[src/rtl/addsub_rr_scheduler.sv]
// Round-robin shared add/subtract unit: NUM_REQ requesters, one op in flight.
// Define ADDSUB_SCHED_FLAGS_EN to add the registered carry/borrow output rsp_carry_o.
module addsub_rr_scheduler #(
  parameter  int NUM_REQ    = 4,
  parameter  int DATA_WIDTH = 8,
  localparam int ID_W       = $clog2(NUM_REQ)
) (
  input  logic                          clk,
  input  logic                          rst_n,
  input  logic [NUM_REQ-1:0]            req_valid_i,
  output logic [NUM_REQ-1:0]            req_ready_o,
  input  logic [NUM_REQ*DATA_WIDTH-1:0] req_a_i,
  input  logic [NUM_REQ*DATA_WIDTH-1:0] req_b_i,
  input  logic [NUM_REQ-1:0]            req_sub_i,
  output logic                          rsp_valid_o,
  input  logic                          rsp_ready_i,
  output logic [DATA_WIDTH-1:0]         rsp_data_o,
  output logic [ID_W-1:0]               rsp_id_o,
`ifdef ADDSUB_SCHED_FLAGS_EN
  output logic                          rsp_carry_o,
`endif
  output logic                          busy_o
);

  typedef enum logic [1:0] {IDLE, EXEC, RESP} state_t;

  state_t                state_q, state_d;
  logic [ID_W-1:0]       last_grant_q, id_q, rsp_id_q, grant;
  logic [DATA_WIDTH-1:0] a_q, b_q, rsp_data_q;
  logic                  sub_q, rsp_valid_q, found, hs;
  int                    idx;

  // Search starts one past the last winner so it has lowest priority.
  always_comb begin
    grant = '0;
    found = 1'b0;
    idx   = 0;
    for (int off = 1; off <= NUM_REQ; off++) begin
      idx = int'(last_grant_q) + off;
      if (idx >= NUM_REQ) idx = idx - NUM_REQ;
      if (!found && req_valid_i[idx]) begin
        found = 1'b1;
        grant = ID_W'(idx);
      end
    end
  end

  assign hs = (state_q == IDLE) && found;

  always_comb begin
    req_ready_o = '0;
    if (hs) req_ready_o[grant] = 1'b1;
  end

  always_comb begin
    state_d = state_q;
    case (state_q)
      IDLE:    if (found) state_d = EXEC;
      EXEC:    state_d = RESP;
      RESP:    if (rsp_ready_i) state_d = IDLE;
      default: state_d = IDLE;
    endcase
  end

`ifdef ADDSUB_SCHED_FLAGS_EN
  logic [DATA_WIDTH:0] res_w;
  logic                rsp_carry_q;
  // Bit DATA_WIDTH is the carry-out for add and the borrow for subtract.
  assign res_w = sub_q ? ({1'b0, a_q} - {1'b0, b_q}) : ({1'b0, a_q} + {1'b0, b_q});
  assign rsp_carry_o = rsp_carry_q;

  always_ff @(posedge clk or negedge rst_n) begin
    if (!rst_n)                rsp_carry_q <= 1'b0;
    else if (state_q == EXEC) rsp_carry_q <= res_w[DATA_WIDTH];
  end
`else
  logic [DATA_WIDTH-1:0] res_w;
  assign res_w = sub_q ? (a_q - b_q) : (a_q + b_q);
`endif

  always_ff @(posedge clk or negedge rst_n) begin
    if (!rst_n) begin
      state_q      <= IDLE;
      last_grant_q <= ID_W'(NUM_REQ - 1);
      id_q         <= '0;
      a_q          <= '0;
      b_q          <= '0;
      sub_q        <= 1'b0;
      rsp_valid_q  <= 1'b0;
      rsp_data_q   <= '0;
      rsp_id_q     <= '0;
    end else begin
      state_q <= state_d;
      if (hs) begin
        a_q          <= req_a_i[int'(grant)*DATA_WIDTH +: DATA_WIDTH];
        b_q          <= req_b_i[int'(grant)*DATA_WIDTH +: DATA_WIDTH];
        sub_q        <= req_sub_i[grant];
        id_q         <= grant;
        last_grant_q <= grant;
      end
      if (state_q == EXEC) begin
        rsp_data_q  <= res_w[DATA_WIDTH-1:0];
        rsp_id_q    <= id_q;
        rsp_valid_q <= 1'b1;
      end
      if (state_q == RESP && rsp_ready_i) rsp_valid_q <= 1'b0;
    end
  end

  assign rsp_valid_o = rsp_valid_q;
  assign rsp_data_o  = rsp_data_q;
  assign rsp_id_o    = rsp_id_q;
  assign busy_o      = (state_q != IDLE);

endmodule

[config.mk]
export PLATFORM = sky130hd
export DESIGN_NAME = addsub_rr_scheduler
export DESIGN_NICKNAME = d
export VERILOG_FILES = /design/src/rtl/addsub_rr_scheduler.sv
export SDC_FILE = /design/constraint.sdc
export NUM_CORES = 1
export LEC_CHECK = 0
export CAP_MARGIN = 20
export CORE_MARGIN = 2
export CORE_UTILIZATION = 46
export CTS_BUF_LIST = sky130_fd_sc_hd__clkbuf_8
export CTS_CLUSTER_DIAMETER = 120
export DETAILED_ROUTE_END_ITERATION = 6
export PLACE_DENSITY = 0.93
export SLEW_MARGIN = 0
export SYNTH_ARGS = -nofsm -noshare
export SYNTH_HDL_FRONTEND = slang
export SYNTH_SLANG_ARGS = --single-unit
[constraint.sdc]
create_clock -name clk -period 3.4 [get_ports clk]
set_input_delay 1.02 -clock clk [delete_from_list [all_inputs] [get_ports clk]]
set_output_delay 1.02 -clock clk [all_outputs]
set_load 0.01 [all_outputs]
==> results of run 1 <==
[state kept, by name, indices dropped and copies added (netlist names)]
register,cells
a_q,8
b_q,8
rsp_data_o,8
id_q,2
last_grant_q,2
rsp_id_o,2
state_q,2
rsp_valid_o,1
sub_q,1
[cells by family (layout without fill, tap and decap cells)]
kind of cell / Yosys count / in the layout / synth area share
simple gates: 90 / 90 / 0.176
compound gates: 50 / 50 / 0.157
mux: 37 / 37 / 0.175
flops: 34 / 34 / 0.344
buf+inv: 27 / 122 / 0.0646
xor+xnor: 10 / 10 / 0.0353
fa+ha+maj: 9 / 9 / 0.0484
[routing by layer]
metal	up-vias	part of all wire	GRT usage
met4	0	0.022	0.0768
li1	1124	-	-
met1	1075	0.42	0.267
met3	21	0.065	0.0547
met5	-	0	0
met2	100	0.49	0.376
[synthesized netlist by cell type, types with 2 or more instances]
library cell / number / share of area
a21o_1: 3 / 0.0091
a21oi_1: 5 / 0.010
a221o_1: 17 / 0.069
a31oi_1: 4 / 0.010
buf_12: 3 / 0.024
buf_2: 8 / 0.016
clkbuf_1: 5 / 0.0076
dfrtp_1: 32 / 0.32
dfstp_2: 2 / 0.021
ha_1: 8 / 0.040
inv_1: 10 / 0.015
mux2_1: 2 / 0.0091
mux2_2: 5 / 0.023
mux2_4: 11 / 0.067
mux2i_1: 19 / 0.077
nand2_1: 24 / 0.036
nand2b_1: 5 / 0.013
nand3_1: 34 / 0.069
nand3b_1: 3 / 0.0091
nor2_1: 12 / 0.018
nor2b_1: 2 / 0.0050
nor3_1: 5 / 0.010
o21a_1: 2 / 0.0061
o21ai_0: 6 / 0.012
o21ai_1: 2 / 0.0040
o31ai_1: 2 / 0.0061
or2_1: 2 / 0.0050
xnor2_1: 10 / 0.035
[metrics by stage]
| stage | cell area [sq um] | instances | setup TNS, ns | hold slack [ns] | total power, mW |
|---|---|---|---|---|---|
| after floorplan | 2480 | 257 | 0 | 0.439 | 2.42 |
| after global placement | 3440 | 412 | -1.46 | 0.463 | 2.90 |
| after detailed placement | 3440 | 412 | -2.40 | 0.470 | 3.00 |
| after CTS | 3550 | 421 | 0 | 0.486 | 3.32 |
| after global routing | 3560 | 422 | 0 | 0.499 | 3.61 |
| final | 3560 | 422 | 0 | 0.476 | 3.33 |
[worst reg2reg max path, delay by kind of cell, from the launching register on]
family | cells | cell delay (ns)
AND/OR/NAND/NOR | 1 | 0.12
buffers and inverters | 1 | 0.47
multiplexers | 2 | 0.70
AO/OA/AOI/OAI | 2 | 0.45
flip-flops | 1 | 0.60
[cells in the final DEF (no fill, tap or decap), drive strengths merged, types with 2 or more instances in the layout]
cell,count
clkdlybuf4s50,82
nand3,34
dfrtp,32
nand2,24
mux2i,19
mux2,18
a221o,17
buf,13
nor2,13
inv,11
xnor2,10
ha,8
o21ai,8
a21oi,6
clkbuf,6
nor3,5
nand2b,5
a31oi,4
a21o,4
clkdlybuf4s15,4
nand3b,3
or2,2
nor2b,2
o21a,2
o31ai,2
dlygate4sd2,2
dfstp,2
o22ai,2
clkinv,2
[worst max-delay path by stage]
stage / start / end / depth (start not counted)
after detailed placement: req_valid_i[3] / req_ready_o[1] / 7
after CTS: req_valid_i[2] / req_ready_o[3] / 7
after global placement: req_valid_i[3] / req_ready_o[1] / 7
after global routing: req_valid_i[3] / req_ready_o[1] / 7
after floorplan: req_valid_i[0] / req_ready_o[1] / 7
final: req_valid_i[1] / req_ready_o[2] / 7
[area by class of cell]
class	instances	area, sq um	share of cell area
well taps	70	87.6	0.0246
clock inverters	3	21.3	0.00598
multi-input cells	196	1490	0.419
flip-flops and latches	34	853	0.240
repair buffers	103	995	0.280
clock buffers	5	68.8	0.0193
inverters	11	41.3	0.0116
[power groups by stage]
stage	clock network, mW	logic [mW]	registers, mW
after floorplan	0	1.64	0.784
after global placement	0	2.10	0.801
after detailed placement	0	2.19	0.808
after CTS	0.301	2.22	0.806
after global routing	0.320	2.45	0.840
final	0.293	2.23	0.808
[repair_timing]
item,in CTS,in global routing
pin swaps,1,0
setup endpoints to repair,4,4
buffers inserted,1,0
gates resized for setup,14,4
==> out/results.ini, run 1 <==
[routing]
num_vias = 2320
drc = 0
ant_nets = 0
drt_iter0_markers = 141
avgViaCountPerCell = 5.50
wl_mm = 6.28
wl_per_cell_microns = 14.9
firstDrtPassIters = 4

[worst_setup_path]
rr_endpoint = b_q[1]$_DFFE_PN0P_
critPathLaunchType = input pin
path_cells = dlygate4sd2_1, buf_4, a21o_2, a31oi_2, nand2_1, nor2_1, clkdlybuf4s15_1
cpPeakStageDelay_ns = 0.28
crit_type = input pin to output port
timing.critical_path.buf_inv = 3
cp_top_family = buffers and inverters
r2r-start = last_grant_q[1]$_DFFE_PN1P_
cp.arrival_ns = 2.29
rrSetupSlack_ns = 0.95
crit_path_end_kind = output port
cp.required_ns = 2.38
path_max_fanout = 3
crit_path_top_delay_cell = dlygate4sd2_1
rr_worst_depth = 6

[floorplanning]
placementRows = 26
initial_core_util = 0.482
dieHeight_microns = 77.4
die_w_microns = 77.4
core_area_sq_um = 5140
die_area_sq_um = 5990
pin_count = 91

[power_and_ir_drop]
leakage_nw = 1.55
ir_worst_vdd_mv = 0.570
p_int_mw = 1.89
pwr-share-comb = 0.670
seqPwrFrac = 0.242
switching_share = 0.433
powerDensity_nw_per_um2 = 937
switching_power_mw = 1.44
clkPwrFrac = 0.088

[placement]
dp_hpwl_mm = 4.79
gp_congestion = 0.883
numPortBuffers = 90
dp_slack_ns = -0.458

[timing]
grt_setup_unrepaired = false
setup_viol = 0
fin_crit_sh = 0.973
fmax_mhz = 302
maxSlewViolCount = 0
slew_headroom = 0.606
fin_skew_ns = 0.00734
hold_viol = 0
worstMarginPinSlew_ns = 0.590
layout_setup_ws_ns = 0.0915
min_period_ns = 3.31

[clocking]
path_clk_slew_ns = 0.07
cts_tree = done
htree_levels = 2
clk_path_buf_depth = 2
cts_root_buffer = clkbuf_8
clock_latency_ns = 0.29
clock-sinks = 34
cts_buffers = 5
cts_hold_buffers = 0

[min_path]
hold_class = register to register
whs_path_depth = 2
holdCritStartpoint = rsp_data_o[2]$_DFFE_PN0P_
hold_path_end = rsp_data_o[2]$_DFFE_PN0P_

[layout]
fillers = 396
nets = 435
final_util = 0.692
diodes = 0
drive_above_1_share = 0.139
area_growth_pct = 43.5

[logic_synthesis]
synth_enable_flop_cells = 0
avgSynthCellArea_sq_um = 9.65
ys_seq_area_frac = 0.344
ys_ff_latch = 34
synth_nets = 341
synthArstFlopShare = 1.00
synth.distinct_cells = 42
synth_ff_type = dfrtp_1
syn-instance-count = 257
ys_warn_count = 0
netlist_area_sq_um = 2480

[global_routing]
grt_pass1_vias = 2289
grt_use_total = 0.219
grt_pass1_wl_mm = 10.6
antenna_found_initial = 0
grt_max_degree = 37
overflow = 0

[run_status]
status = complete, no violations

[flow_run]
drv_cap = 0

No activity file was read; power rests on OpenSTA's default activity.
==> run 2, diff against run 1 <==
--- a/config.mk
+++ b/config.mk
@@ -12,7 +12,6 @@
 export CTS_CLUSTER_DIAMETER = 120
 export DETAILED_ROUTE_END_ITERATION = 6
 export PLACE_DENSITY = 0.93
-export SLEW_MARGIN = 0
 export SYNTH_ARGS = -nofsm -noshare
 export SYNTH_HDL_FRONTEND = slang
 export SYNTH_SLANG_ARGS = --single-unit
==> results of run 2 <==
The final DEF is identical to that of run 1; final timing and power are the same.
